[src/rtl/ap_ctrl_stat_monitor.sv]
// Passive per-channel ap_ctrl_hs/ap_ctrl_chain statistics monitor with a registered read port.
// Read latency 1 cycle; observes handshakes only and never backpressures them.
module ap_ctrl_stat_monitor #(
  parameter  int NUM_CH = 2,
  parameter  int CNT_W  = 32,
  parameter  int LAT_W  = 24,
  localparam int CH_W   = (NUM_CH > 1) ? $clog2(NUM_CH) : 1,
  localparam int DW     = (CNT_W > LAT_W) ? CNT_W : LAT_W
) (
  input  logic              ap_clk,
  input  logic              ap_rst_n,
  input  logic [NUM_CH-1:0] ap_start,
  input  logic [NUM_CH-1:0] ap_ready,
  input  logic [NUM_CH-1:0] ap_done,
  input  logic [NUM_CH-1:0] ap_continue,
  input  logic              freeze,
  input  logic              clear,
  input  logic              rd_en,
  input  logic [CH_W-1:0]   rd_ch,
  input  logic [2:0]        rd_sel,
  output logic [DW-1:0]     rd_data,
  output logic              rd_valid
);

  typedef enum logic [1:0] {
    IDLE = 2'd0,
    RUN  = 2'd1,
    HOLD = 2'd2
  } state_t;

  localparam logic [CNT_W-1:0] CMAX = '1;
  localparam logic [LAT_W-1:0] LMAX = '1;

  state_t           st        [NUM_CH];
  logic [LAT_W-1:0] lat_cnt   [NUM_CH];
  logic [LAT_W-1:0] ii_cnt    [NUM_CH];
  logic [CNT_W-1:0] txn_cnt   [NUM_CH];
  logic [CNT_W-1:0] stall_cnt [NUM_CH];
  logic [LAT_W-1:0] lat_last  [NUM_CH];
  logic [LAT_W-1:0] lat_min   [NUM_CH];
  logic [LAT_W-1:0] lat_max   [NUM_CH];
  logic [LAT_W-1:0] ii_last   [NUM_CH];
  logic [NUM_CH-1:0] ii_valid;
  logic [NUM_CH-1:0] ii_seen;
  logic [NUM_CH-1:0] ovf;

  logic [NUM_CH-1:0] cmpl;
  logic [NUM_CH-1:0] stall;
  logic [NUM_CH-1:0] lat_sat;
  logic [LAT_W-1:0]  lat_now [NUM_CH];
  logic [DW-1:0]     rd_mux;

  // Completion is ap_done seen while launching from IDLE or while in RUN; HOLD ignores ap_done.
  always_comb begin
    for (int i = 0; i < NUM_CH; i++) begin
      cmpl[i]    = ap_done[i] & (((st[i] == IDLE) & ap_start[i]) | (st[i] == RUN));
      stall[i]   = ~ap_continue[i] & (cmpl[i] | (st[i] == HOLD));
      lat_sat[i] = (st[i] == RUN) && (lat_cnt[i] == LMAX);
      if (st[i] != RUN) begin
        lat_now[i] = '0;
      end else if (lat_sat[i]) begin
        lat_now[i] = LMAX;
      end else begin
        lat_now[i] = lat_cnt[i] + LAT_W'(1);
      end
    end
  end

  always_ff @(posedge ap_clk or negedge ap_rst_n) begin
    if (!ap_rst_n) begin
      for (int i = 0; i < NUM_CH; i++) begin
        st[i]        <= IDLE;
        lat_cnt[i]   <= '0;
        ii_cnt[i]    <= '0;
        txn_cnt[i]   <= '0;
        stall_cnt[i] <= '0;
        lat_last[i]  <= '0;
        lat_min[i]   <= LMAX;
        lat_max[i]   <= '0;
        ii_last[i]   <= '0;
      end
      ii_valid <= '0;
      ii_seen  <= '0;
      ovf      <= '0;
      rd_data  <= '0;
      rd_valid <= 1'b0;
    end else begin
      for (int i = 0; i < NUM_CH; i++) begin
        case (st[i])
          IDLE: begin
            if (ap_start[i]) begin
              lat_cnt[i] <= '0;
              if (!ap_done[i]) begin
                st[i] <= RUN;
              end else if (!ap_continue[i]) begin
                st[i] <= HOLD;
              end
            end
          end
          RUN: begin
            if (!lat_sat[i]) lat_cnt[i] <= lat_cnt[i] + LAT_W'(1);
            if (ap_done[i]) st[i] <= ap_continue[i] ? IDLE : HOLD;
          end
          HOLD: begin
            if (ap_continue[i]) st[i] <= IDLE;
          end
          default: st[i] <= IDLE;
        endcase

        if (ap_ready[i]) begin
          ii_cnt[i] <= LAT_W'(1);
        end else if (ii_cnt[i] != LMAX) begin
          ii_cnt[i] <= ii_cnt[i] + LAT_W'(1);
        end

        // Clear beats any same-cycle update; freeze only gates statistics, not tracking.
        if (clear) begin
          txn_cnt[i]   <= '0;
          stall_cnt[i] <= '0;
          lat_last[i]  <= '0;
          lat_min[i]   <= LMAX;
          lat_max[i]   <= '0;
          ii_last[i]   <= '0;
          ii_valid[i]  <= 1'b0;
          ii_seen[i]   <= 1'b0;
          ovf[i]       <= 1'b0;
        end else begin
          if (ap_ready[i]) ii_seen[i] <= 1'b1;
          if (!freeze) begin
            if (cmpl[i]) begin
              if (txn_cnt[i] == CMAX) ovf[i] <= 1'b1;
              else txn_cnt[i] <= txn_cnt[i] + CNT_W'(1);
              if (lat_sat[i]) ovf[i] <= 1'b1;
              lat_last[i] <= lat_now[i];
              if (lat_now[i] < lat_min[i]) lat_min[i] <= lat_now[i];
              if (lat_now[i] > lat_max[i]) lat_max[i] <= lat_now[i];
            end
            if (stall[i]) begin
              if (stall_cnt[i] == CMAX) ovf[i] <= 1'b1;
              else stall_cnt[i] <= stall_cnt[i] + CNT_W'(1);
            end
            if (ap_ready[i] && ii_seen[i]) begin
              ii_last[i]  <= ii_cnt[i];
              ii_valid[i] <= 1'b1;
              if (ii_cnt[i] == LMAX) ovf[i] <= 1'b1;
            end
          end
        end
      end

      rd_valid <= rd_en;
      rd_data  <= rd_en ? rd_mux : '0;
    end
  end

  always_comb begin
    rd_mux = '0;
    if (32'(rd_ch) < NUM_CH) begin
      case (rd_sel)
        3'd0:    rd_mux = DW'(txn_cnt[rd_ch]);
        3'd1:    rd_mux = DW'(lat_last[rd_ch]);
        3'd2:    rd_mux = DW'(lat_min[rd_ch]);
        3'd3:    rd_mux = DW'(lat_max[rd_ch]);
        3'd4:    rd_mux = DW'(ii_last[rd_ch]);
        3'd5:    rd_mux = DW'(stall_cnt[rd_ch]);
        3'd6:    rd_mux = DW'({ovf[rd_ch], ii_valid[rd_ch], st[rd_ch]});
        default: rd_mux = '0;
      endcase
    end
  end

endmodule
[config.mk]
export PLATFORM = sky130hd
export DESIGN_NAME = ap_ctrl_stat_monitor
export DESIGN_NICKNAME = d
export VERILOG_FILES = /design/src/rtl/ap_ctrl_stat_monitor.sv
export SDC_FILE = /design/constraint.sdc
export NUM_CORES = 1
export LEC_CHECK = 0
export ABC_AREA = 1
export CELL_PAD_IN_SITES_DETAIL_PLACEMENT = 0
export CELL_PAD_IN_SITES_GLOBAL_PLACEMENT = 1
export CORE_MARGIN = 10
export CORE_UTILIZATION = 43
export DETAILED_ROUTE_END_ITERATION = 6
export MAX_ROUTING_LAYER = met4
export PLACE_DENSITY = 0.9
export SETUP_SLACK_MARGIN = 0.2
export SLEW_MARGIN = 20
export SYNTH_ARGS = -nofsm -noshare
export SYNTH_HDL_FRONTEND = slang
export SYNTH_SLANG_ARGS = --single-unit
[constraint.sdc]
create_clock -name ap_clk -period 3.1 [get_ports ap_clk]
set_clock_uncertainty 0.2 [all_clocks]
set_input_delay 0.31 -clock ap_clk [delete_from_list [all_inputs] [get_ports ap_clk]]
set_output_delay 0.31 -clock ap_clk [all_outputs]
set_load 0.01 [all_outputs]
==> results.py <==
metrics = {
    "outcome": {
        "status": "finished, violations left",
        "violations": "negative setup slack",
    },
    "setup_path": {
        "ff2ff_path_depth": 21,
        "startpoint_type": "flip-flop",
        "startpoint": "lat_cnt[5]",
        "rr_startpoint": "lat_cnt[5]",
        "cp_max_fo": 8,
        "critical_path_arrival_ps": 3850,
        "critPathCaptureType": "flip-flop",
        "crit_required_ps": 3450,
        "timing.reg2reg.setup_slack_ps": -390,
        "reg2reg_to": "lat_min[1]",
        "critPathKind": "flip-flop to flip-flop",
    },
    "grt": {
        "grt_usage": 0.2735,
        "grt_start_max_net_pins": 87,
        "antenna_found_initial": 5,
        "first_global_vias": 26910,
        "grt_pass1_wl_mm": 156.8,
        "gr-total-overflow": 0,
    },
    "placed_design": {
        "postPlaceCellArea_um2": 31730,
        "hpwl_mm": 76.42,
        "dpl.cell_count": 4847,
        "place_ws_ps": -385.7,
        "io_buffers": 49,
        "gp_congestion": 0.9791,
    },
    "die": {
        "fp.dieArea_um2": 75370,
        "row_count": 93,
        "design.core.area_um2": 64350,
        "ioPinCount": 50,
        "initial_core_util": 0.4329,
        "die_w_um": 274.5,
        "dieHeight_um": 274.5,
    },
    "pwr": {
        "ir_drop_uv": 379.1,
        "total_power_mw": 14.96,
        "leakage_nw": 15.76,
        "powerDensity_nw_per_um2": 426.6,
    },
    "yosys": {
        "synth_nets": 3893,
        "netlist.area_leader.share": 0.3692,
        "seq_area_frac_synth": 0.4144,
        "yosysTopAreaCell": "dfrtp_1",
        "synth.avg_cell_area_um2": 7.374,
        "async_reset_ff_frac": 1.000,
        "synth-main-ff-cell": "dfrtp_1",
        "netlist_area_um2": 27860,
        "synthTopCellsByArea": "dfrtp_1 37%, nand2_1 13%, inv_1 6.5%",
        "ys_top_cells_by_count": "960 x nand2_1, 486 x inv_1, 411 x dfrtp_1, 328 x nor2_1, 258 x nand3_1",
        "synth_cells": 3778,
        "yosys_warnings": 0,
        "yosysUniqueCellTypes": 59,
        "ys_ff_latch": 459,
        "yosysMostFrequentCell": "nand2_1",
        "synth-edff-count": 0,
    },
    "drt": {
        "via_count": 28110,
        "post-route-drc-count": 0,
        "route.detailed.wl_per_inst_um": 20.37,
        "ant_nets": 0,
        "routed_wl_mm": 102.0,
        "firstDrtPassIters": 6,
        "dr.first_iter.drc_count": 3094,
        "viasPerCell": 5.616,
    },
    "sta": {
        "fin_setup_tns_ps": -31230,
        "timing.fmax_ghz": 0.2861,
        "fin_crit_sh": 1.127,
        "worst_slack_ps": -394.7,
        "tightest_slew_ps": 790.5,
        "rsz0062_at_grt": "yes",
        "setup_viol": 96,
        "period_minus_slack_ps": 3495,
        "hold_viol": 0,
        "slew_viol_final": 0,
        "relSlewSlack": 0.4730,
    },
    "clock_tree": {
        "cts_buffers": 54,
        "ctsHtreeMaxLevel": 2,
        "clk_latency_ps": 620,
        "cts_buffer_depth": 3,
        "clock-sinks": 459,
        "cts_tree": "yes",
        "clk_pin_slew_ps": 60,
        "root_buffer": "clkbuf_16",
    },
    "job": {
        "maxCapViolations": 0,
    },
    "final_layout": {
        "fin_area_um2": 35070,
        "final_cells": 5005,
        "syn2layout_area_growth_pct": 25.87,
        "finalNetCount": 4220,
        "drive_gt1_frac": 0.1816,
        "fillers": 5991,
    },
    "worst_hold_path": {
        "min_path_type": "input pin to async pin",
    },
}
cell usage in the layout, fill, tap and decap left out, drive strengths merged, types with 4 or more instances in the layout:
master           n
o21a            14
nor3b            4
and3             5
nand3          263
clkinv          12
nand4           72
xor2            48
dfstp           48
a221oi          48
ha              98
nor4            55
a211oi          25
a41oi           10
inv            492
o211ai          18
nor2           338
dfrtp          411
buf            366
clkdlybuf4s50   46
xnor2           15
nor3           127
nand2          980
a21oi          179
bufinv           8
o22ai           52
o31ai           46
a31oi            4
o21ai          247
or2              4
clkbuf          80
power by group:
group          switching [mW]  internal, mW  total [mW]
Combinational            1.25         0.640        1.89
Sequential              0.125          6.20        6.33
Clock                    2.66          4.08        6.74
routing by layer:
layer,share of wire,track usage
met1,0.43,0.3649
met2,0.44,0.4120
met3,0.080,0.04411
met4,0.043,0.1070
met5,0,-
cell families (layout without fill, tap and decap cells):
logic type | after synthesis | after routing | share of synthesized area
adder cells (fa/ha/maj) | 98 | 98 | 0.04401
AO/OA/AOI/OAI | 663 | 663 | 0.1424
AND/OR/NAND/NOR | 1850 | 1855 | 0.2882
flip-flops | 459 | 459 | 0.4144
XOR/XNOR | 63 | 63 | 0.01981
other | 0 | 3 | 0
buffers and inverters | 645 | 1009 | 0.09122
worst max path at each step:
stage / to / slack (ps) / cells past startpoint
2_1_floorplan: lat_min[39] / -30 / 20
3_3_place_gp: lat_min[26] / -350 / 18
3_5_place_dp: lat_min[38] / -390 / 18
4_1_cts: lat_min[28] / -270 / 23
5_1_grt: lat_min[18] / -590 / 23
6_report: lat_min[1] / -390 / 21
state kept, by name, summed over array words and instances (netlist names):
register and cells:
ii_seen 2, st 4, ii_valid 2, ovf 2, rd_data 32, rd_valid 1, ii_cnt 48, ii_last 48
txn_cnt 64, lat_last 48, lat_min 48, stall_cnt 64, lat_max 48, lat_cnt 48
area by class of cell:
| type | count | area, µm² | area share |
|---|---|---|---|
| antenna | 3 | 7.507 | 0.0002141 |
| clock buffer | 77 | 1529 | 0.04360 |
| clock inverter | 21 | 317.8 | 0.009063 |
| inverter | 493 | 1862 | 0.05309 |
| multi-input combinational | 2679 | 14840 | 0.4232 |
| sequential | 459 | 11550 | 0.3293 |
| tap | 855 | 1070 | 0.03051 |
| timing repair buffer | 418 | 3892 | 0.1110 |
critical path: stages (launching register included):
cell and delay, ps:
dfrtp_1 400, nand3_2 140, nor2_4 160, buf_4 120, buf_4 100, nand4_1 80
nor2_1 160, a21oi_1 80, o21ai_0 120, nand2_1 170, ha_1 330, buf_4 150
nand2_1 60, nor2_1 40, a211oi_1 260, o211ai_1 190, inv_1 130, nand3_4 150
nand2_8 120, clkbuf_16 180, nand2_1 50, nand2_1 50
repair_timing:
action	in CTS	in global routing
setup endpoints to repair	96	113
resized for setup	87	115
setup buffers	32	10
pin swaps	42	53
hold buffers	3	0
endpoints found under the hold margin	135	0
cloned	9	3
metrics by stage:
| step | utilization | hold slack [ps] |
|---|---|---|
| after floorplan | - | -185.6 |
| after global placement | 0.4932 | 139.8 |
| after detailed placement | 0.4932 | 150.0 |
| after CTS | 0.5355 | 110.5 |
| after global routing | 0.5449 | 140.6 |
| final | 0.5449 | 82.42 |
(Power assumes the default switching activity.)
